==> src/rtl/fifo_wm_top.sv <==
// fifo_wm_top: synchronous FIFO with programmable almost-full/almost-empty watermarks and sticky ovf/udf flags.
// Define FIFO_WM_FWFT_EN for first-word-fall-through reads; otherwise data_out is registered on pop.
module fifo_wm_top #(
  parameter int FIFO_SIZE = 64,
  parameter int W_WIDTH = 32,
  localparam int CNT_W = $clog2(FIFO_SIZE) + 1
) (
  input  logic               clk,
  input  logic               rst,
  input  logic               fifo_en,
  input  logic               wr_en,
  input  logic               rd_en,
  input  logic [W_WIDTH-1:0] data_in,
  input  logic [CNT_W-1:0]   afull_thr,
  input  logic [CNT_W-1:0]   aempty_thr,
  input  logic               clr_err,
  output logic [W_WIDTH-1:0] data_out,
  output logic               full,
  output logic               empty,
  output logic               afull,
  output logic               aempty,
  output logic               last,
  output logic [CNT_W-1:0]   count,
  output logic               ovf,
  output logic               udf
);
  localparam int PW = $clog2(FIFO_SIZE);
  logic [W_WIDTH-1:0] mem [FIFO_SIZE];
  logic [PW-1:0] wr_ptr, rd_ptr;
  logic [CNT_W-1:0] cnt;
  logic pop_ok, push_ok, ovf_set, udf_set;
  assign empty = cnt == '0;
  assign full = cnt == CNT_W'(FIFO_SIZE);
  assign last = cnt == CNT_W'(1);
  assign afull = cnt >= afull_thr;
  assign aempty = cnt <= aempty_thr;
  assign count = cnt;
  // a pop frees a slot in the same cycle, so push-while-full is legal alongside it
  assign pop_ok = fifo_en && rd_en && !empty;
  assign push_ok = fifo_en && wr_en && (!full || pop_ok);
  assign ovf_set = fifo_en && wr_en && full && !pop_ok;
  assign udf_set = fifo_en && rd_en && empty;
  always_ff @(posedge clk) begin
    if (rst) begin
      wr_ptr <= '0;
      rd_ptr <= '0;
      cnt <= '0;
      ovf <= 1'b0;
      udf <= 1'b0;
    end else if (fifo_en) begin
      wr_ptr <= wr_ptr + PW'(push_ok);
      rd_ptr <= rd_ptr + PW'(pop_ok);
      cnt <= cnt + CNT_W'(push_ok) - CNT_W'(pop_ok);
      ovf <= ovf_set | (ovf & ~clr_err);
      udf <= udf_set | (udf & ~clr_err);
    end
  end
  always_ff @(posedge clk) begin
    if (push_ok && !rst) mem[wr_ptr] <= data_in;
  end
`ifdef FIFO_WM_FWFT_EN
  assign data_out = empty ? '0 : mem[rd_ptr];
`else
  always_ff @(posedge clk) begin
    if (rst) data_out <= '0;
    else if (pop_ok) data_out <= mem[rd_ptr];
  end
`endif
endmodule

==> config.mk <==
export PLATFORM = sky130hd
export DESIGN_NAME = fifo_wm_top
export DESIGN_NICKNAME = d
export VERILOG_FILES = /design/src/rtl/fifo_wm_top.sv
export SDC_FILE = /design/constraint.sdc
export NUM_CORES = 2
export LEC_CHECK = 0
export CORE_UTILIZATION = 53
export CTS_CLUSTER_SIZE = 16
export DETAILED_ROUTE_END_ITERATION = 10
export PLACE_DENSITY = 0.69
export SKIP_LAST_GASP = 1
export SLEW_MARGIN = 10
export SYNTH_ARGS = -nofsm -noshare
export SYNTH_HDL_FRONTEND = slang
export SYNTH_SLANG_ARGS = --single-unit
==> constraint.sdc <==
create_clock -name clk -period 4.91 [get_ports clk]
set_clock_uncertainty 0.1 [all_clocks]
set_input_delay 1.473 -clock clk [delete_from_list [all_inputs] [get_ports clk]]
set_output_delay 1.473 -clock clk [all_outputs]
set_load 0.02 [all_outputs]
# Word level (Yosys, flattened, before mapping)
# Memory sizes are Yosys's and may differ from the RTL's. A register that Yosys moved wholly into a read port is not among the register bits.
# Index checks and enable logic that the tools add are counted.
# W data, S select, Z words.
[word_totals] ram_bits=2048 n_memories=1 reg_bits=21 input_bits=52 output_inout_bits=46 wordCells=35
[classes] n_bitwise=5 addsub=4 muxes=2 eq_ne=2 n_reduce_logical=14 order_cmp=2
[memory_table] name="mem" depth=64 width=32 rd=1 rd_clocked_by_memory_dff=1 write_ports=1 line="28" text="logic [W_WIDTH-1:0] mem [FIFO_SIZE];"
[ops] operator="$add A6 B1 Y6" n=2
[ops] operator="$logic_and A1 B1 Y1" n=8
[ops] operator="$add A7 B1 Y7" n=1
[ops] operator="$eq A7 B1 Y1 const B" n=1
[ops] operator="$eq A7 B7 Y1 const B" n=1
[ops] operator="$ge A7 B7 Y1" n=1
[ops] operator="$le A7 B7 Y1" n=1
[ops] operator="$logic_not A7 Y1" n=1
[ops] operator="$sub A7 B1 Y7" n=1
[ops] operator="$logic_not A1 Y1" n=4
[ops] operator="$and A1 B1 Y1" n=2
[ops] operator="$mux W1" n=2
[ops] operator="$or A1 B1 Y1" n=2
[ops] operator="$logic_or A1 B1 Y1" n=1
[ops] operator="$not A1 Y1" n=1

# Logic depth before layout (Yosys ltp)
[logic_depth] ltp_word=8 ltp_mapped=15

# Least setup slack after synthesis
# No wires, ideal clock.
[synth_path] path_kind="input -> register" start="in fifo_en" end="mem mem[63][0], enable pin" arrival_ns=4.016 path_stages=5 path_slack_ns=0.373 setup_ns=0.421 path_buffers=1 required_time_ns=4.389 cell_sequence="clkbuf_1 -> o311ai_0 -> nor3b_1 -> nand3_1 -> nor2_1"
[synth_via] elab_chain_len=7 elab_cells_between_ends=8
[synth_rtl] element="start: declaration" line="10" text="input logic fifo_en,"
[synth_rtl] element="$logic_and A1 B1 Y1 (2 in series)" line="39" text="assign pop_ok = fifo_en && rd_en && !empty;"
[synth_rtl] element="$logic_or A1 B1 Y1" line="40" text="assign push_ok = fifo_en && wr_en && (!full || pop_ok);"
[synth_rtl] element="$logic_and A1 B1 Y1 *" line="40"
[synth_rtl] element="$logic_and A1 B1 Y1 *" line="59" text="if (push_ok && !rst) mem[wr_ptr] <= data_in;"
[synth_rtl] element="$mux W1 *" line="59"
[synth_rtl] element="$mux W1 (implied by the code) *" line="59"
[synth_rtl] element="end: declaration" line="28"
# Mark *: on every way between the ends. The rest lies on a longest branch, timed or not.

# Final worst setup path
[layout_path] start="in afull_thr[0]" end="out afull"
[layout_via] elab_chain_len=1
[layout_rtl] element="start: declaration" line="14" text="input logic [CNT_W-1:0] afull_thr,"
[layout_rtl] element="$ge A7 B7 Y1" line="35" text="assign afull = cnt >= afull_thr;"
[layout_rtl] element="end: declaration" line="20" text="output logic afull,"
# Every way passes these cells.

==> reports/metrics.cfg <==
[cells_and_area]
fin_cells = 6152
register_area_mm2 = 0.0626
syn_to_final_growth_pct = 14.8
multi_input_area_mm2 = 0.0180
fill_cells = 10200
finish.net_count = 4032
drive_above_1_share_pct = 29.4

[power_and_ir_drop]
peakVddDrop_mv = 0.379
sw_frac_of_total_pct = 21.3
clock_power_share_pct = 40.4
total_power_mw = 36.5
p_int_mw = 28.7
comb_power_share_pct = 5.2
power_frac_seq_pct = 54.5
power_density_mw_per_mm2 = 392
p_sw_mw = 7.76
p_leak_nw = 27.9

[route]
vias = 39000
wl_per_cell_um = 32.1
viasPerCell = 6.33
first_pass_iters = 5
routed_wl_mm = 198
ant_nets = 0
drt-initial-drc-count = 4626
route.detailed.drc = 0

[worst_setup_path]
cp_top_family = buffers and inverters
critPathCaptureType = output pin
crit_path_max_incr_delay_ps = 400
required_ps = 3340
crit_fanout = 1
path_buf_inv = 2
crit_top_cell = a21o_1
criticalPathCategory = in2out
path_cells = clkdlybuf4s50_1 -> ha_1 -> nand2b_1 -> a21o_1 -> a21o_1 -> a211oi_2 -> o31ai_1 -> clkdlybuf4s15_1
cp_slowest_cell = clkdlybuf4s50_1
cp.arrival_ps = 3240
start_kind = primary input

[clock_network]
path_clk_slew_ps = 60
cts_hold_buf = 0
clock_path_buffers = 3
cts_max_level = 4
cts_buffers = 200
cts_resized = 2
cts_setup_buffers = 0
cts_num_sinks = 2101
cts-root-buf = clkbuf_16
insertion_delay_ps = 840
cts_tree = done

[placement]
io_buffer_count = 97
place_inst = 5781
globalplace.congestion = 0.829
dp_hpwl_mm = 115

[sta]
max_freq_mhz = 208
hold_ws_ps = 401
hold_viol = 0
finalCritPeriodShare_pct = 98.0
tightest_slew_ps = 1240
tns_ps = 0
slew_headroom_pct = 16.5
slew_viol_final = 0
min_period_ps = 4810
report.final.setup_viol = 0
grt_setup_unrepaired = false

[global_routing]
grt_max_degree = 96
grt_antenna_before_repair = 9
track_usage_pct = 26.1
overflow = 0
grt_pass1_vias = 38900
grt_first_pass_wirelength_mm = 281

[synth]
ys_seq_area_share_pct = 77.2
syn_area_per_cell_um2 = 22.4
netlist_area_mm2 = 0.0811
synth_cell_types = 53
synth_area_leaders = edfxtp_1, mux4_2, mux2i_1
synth_top_area_share_pct = 75.9
synth-seq-cells = 2101
synth_flop_cell = edfxtp_1
synthCells = 3626
netlist_top_cells_count = edfxtp_1, mux4_2, mux2i_1
synth_edf_count = 2048
async_flop_share_pct = 0
synth_most_common_cell = edfxtp_1
synth_top_area_cell = edfxtp_1
synth_warnings = 0
synth_nets = 3705

[floorplan]
fp.dieW_um = 393
initial_utilization_pct = 53.4
core-area_mm2 = 0.152
fp.dieH_um = 393
die_area_mm2 = 0.155
rows = 143
ios = 98

[worst_hold_path]
hold_path.class = reg2reg

[run]
drv_cap = 0

[status]
status = completed

==> power by group through the flow <==
stage | Clock [mW] | Combinational (mW) | Sequential [mW]
after floorplan | 0 | 0.938 | 20.2
final | 14.7 | 1.89 | 19.9
after global placement | 0 | 1.87 | 20.2
after global routing | 15.6 | 2.00 | 19.8
after detailed placement | 0 | 1.89 | 20.2
after CTS | 14.9 | 1.89 | 19.9
==> registers in the layout (all words and copies together), names as in the netlist <==
name	flops
data_out	32
wr_ptr	6
count	7
mem	2048
udf	1
rd_ptr	6
ovf	1
==> path summary, 6_finish.rpt <==
check             slack, ps               endpoint  depth (start not counted)                   from
hold / removal          400       udf$_SDFFE_PP0P_                          2       udf$_SDFFE_PP0P_
hold reg to reg         400       udf$_SDFFE_PP0P_                          2       udf$_SDFFE_PP0P_
setup reg to reg       1160  count[6]$_SDFFE_PP0P_                         12  count[5]$_SDFFE_PP0P_
setup / recovery        100                  afull                          8           afull_thr[0]
==> cell usage in the layout, fill, tap and decap left out, types with 36 or more instances in the layout <==
master / count
nor2_4: 65
edfxtp_1: 2048
mux2i_1: 204
mux4_2: 510
a21oi_1: 38
nand2_1: 48
buf_12: 86
clkbuf_16: 201
nor2_1: 93
clkinv_1: 57
mux2_2: 63
clkbuf_1: 42
buf_4: 142
dfxtp_1: 49
o21ai_0: 36
clkdlybuf4s50_1: 63
==> per-stage QoR <==
step                utilization (%)  worst slack, ps  instance area (µm²)
floorplan                         -              373                81100
detailed placement             57.2             -189                86800
finish                         61.3              100                93100
CTS                            61.3             16.7                93100
global placement               57.2             -225                86800
global route                   61.3             22.8                93100
==> worst reg2reg max path, delay by kind of cell, from the launching register on <==
family                   cells  cell delay [ps]
buffers and inverters        1              160
AND/OR/NAND/NOR              2              250
adder cells (fa/ha/maj)      3              870
multiplexers                 1              290
flip-flops                   1              390
AO/OA/AOI/OAI                5             1580
==> logic make-up (layout without fill, tap and decap cells) <==
group                    after synthesis  count (layout)  synth area share [%]
AO/OA/AOI/OAI                        195             195                  1.83
XOR/XNOR                               9               9                0.0972
adder cells (fa/ha/maj)               27              27                 0.426
buffers and inverters                225             719                  1.28
flip-flops                          2101            2101                  77.2
multiplexers                         777             777                  17.6
other                                  0               2                     0
AND/OR/NAND/NOR                      292             292                  1.63
==> cell type report <==
| class | count | area share, % |
|---|---|---|
| repair buffers | 325 | 3.86 |
| multi-input cells | 1300 | 19.4 |
| diodes | 2 | 0.00538 |
| inverters | 25 | 0.101 |
| clock inverters | 121 | 1.06 |
| clock buffers | 248 | 5.65 |
| well taps | 2030 | 2.73 |
| flip-flops and latches | 2101 | 67.2 |
==> routing by layer <==
layer	global-route usage, %	wire (µm)	part of all wire [%]	up-vias
li1	-	-	-	16000
met1	37.5	80400	41	21000
met2	41.1	94800	48	1797
met3	4.96	17300	8.8	256
met4	7.54	5110	2.6	6
met5	0	34	0.017	-
Note: power is estimated with default switching activity, not from simulation.
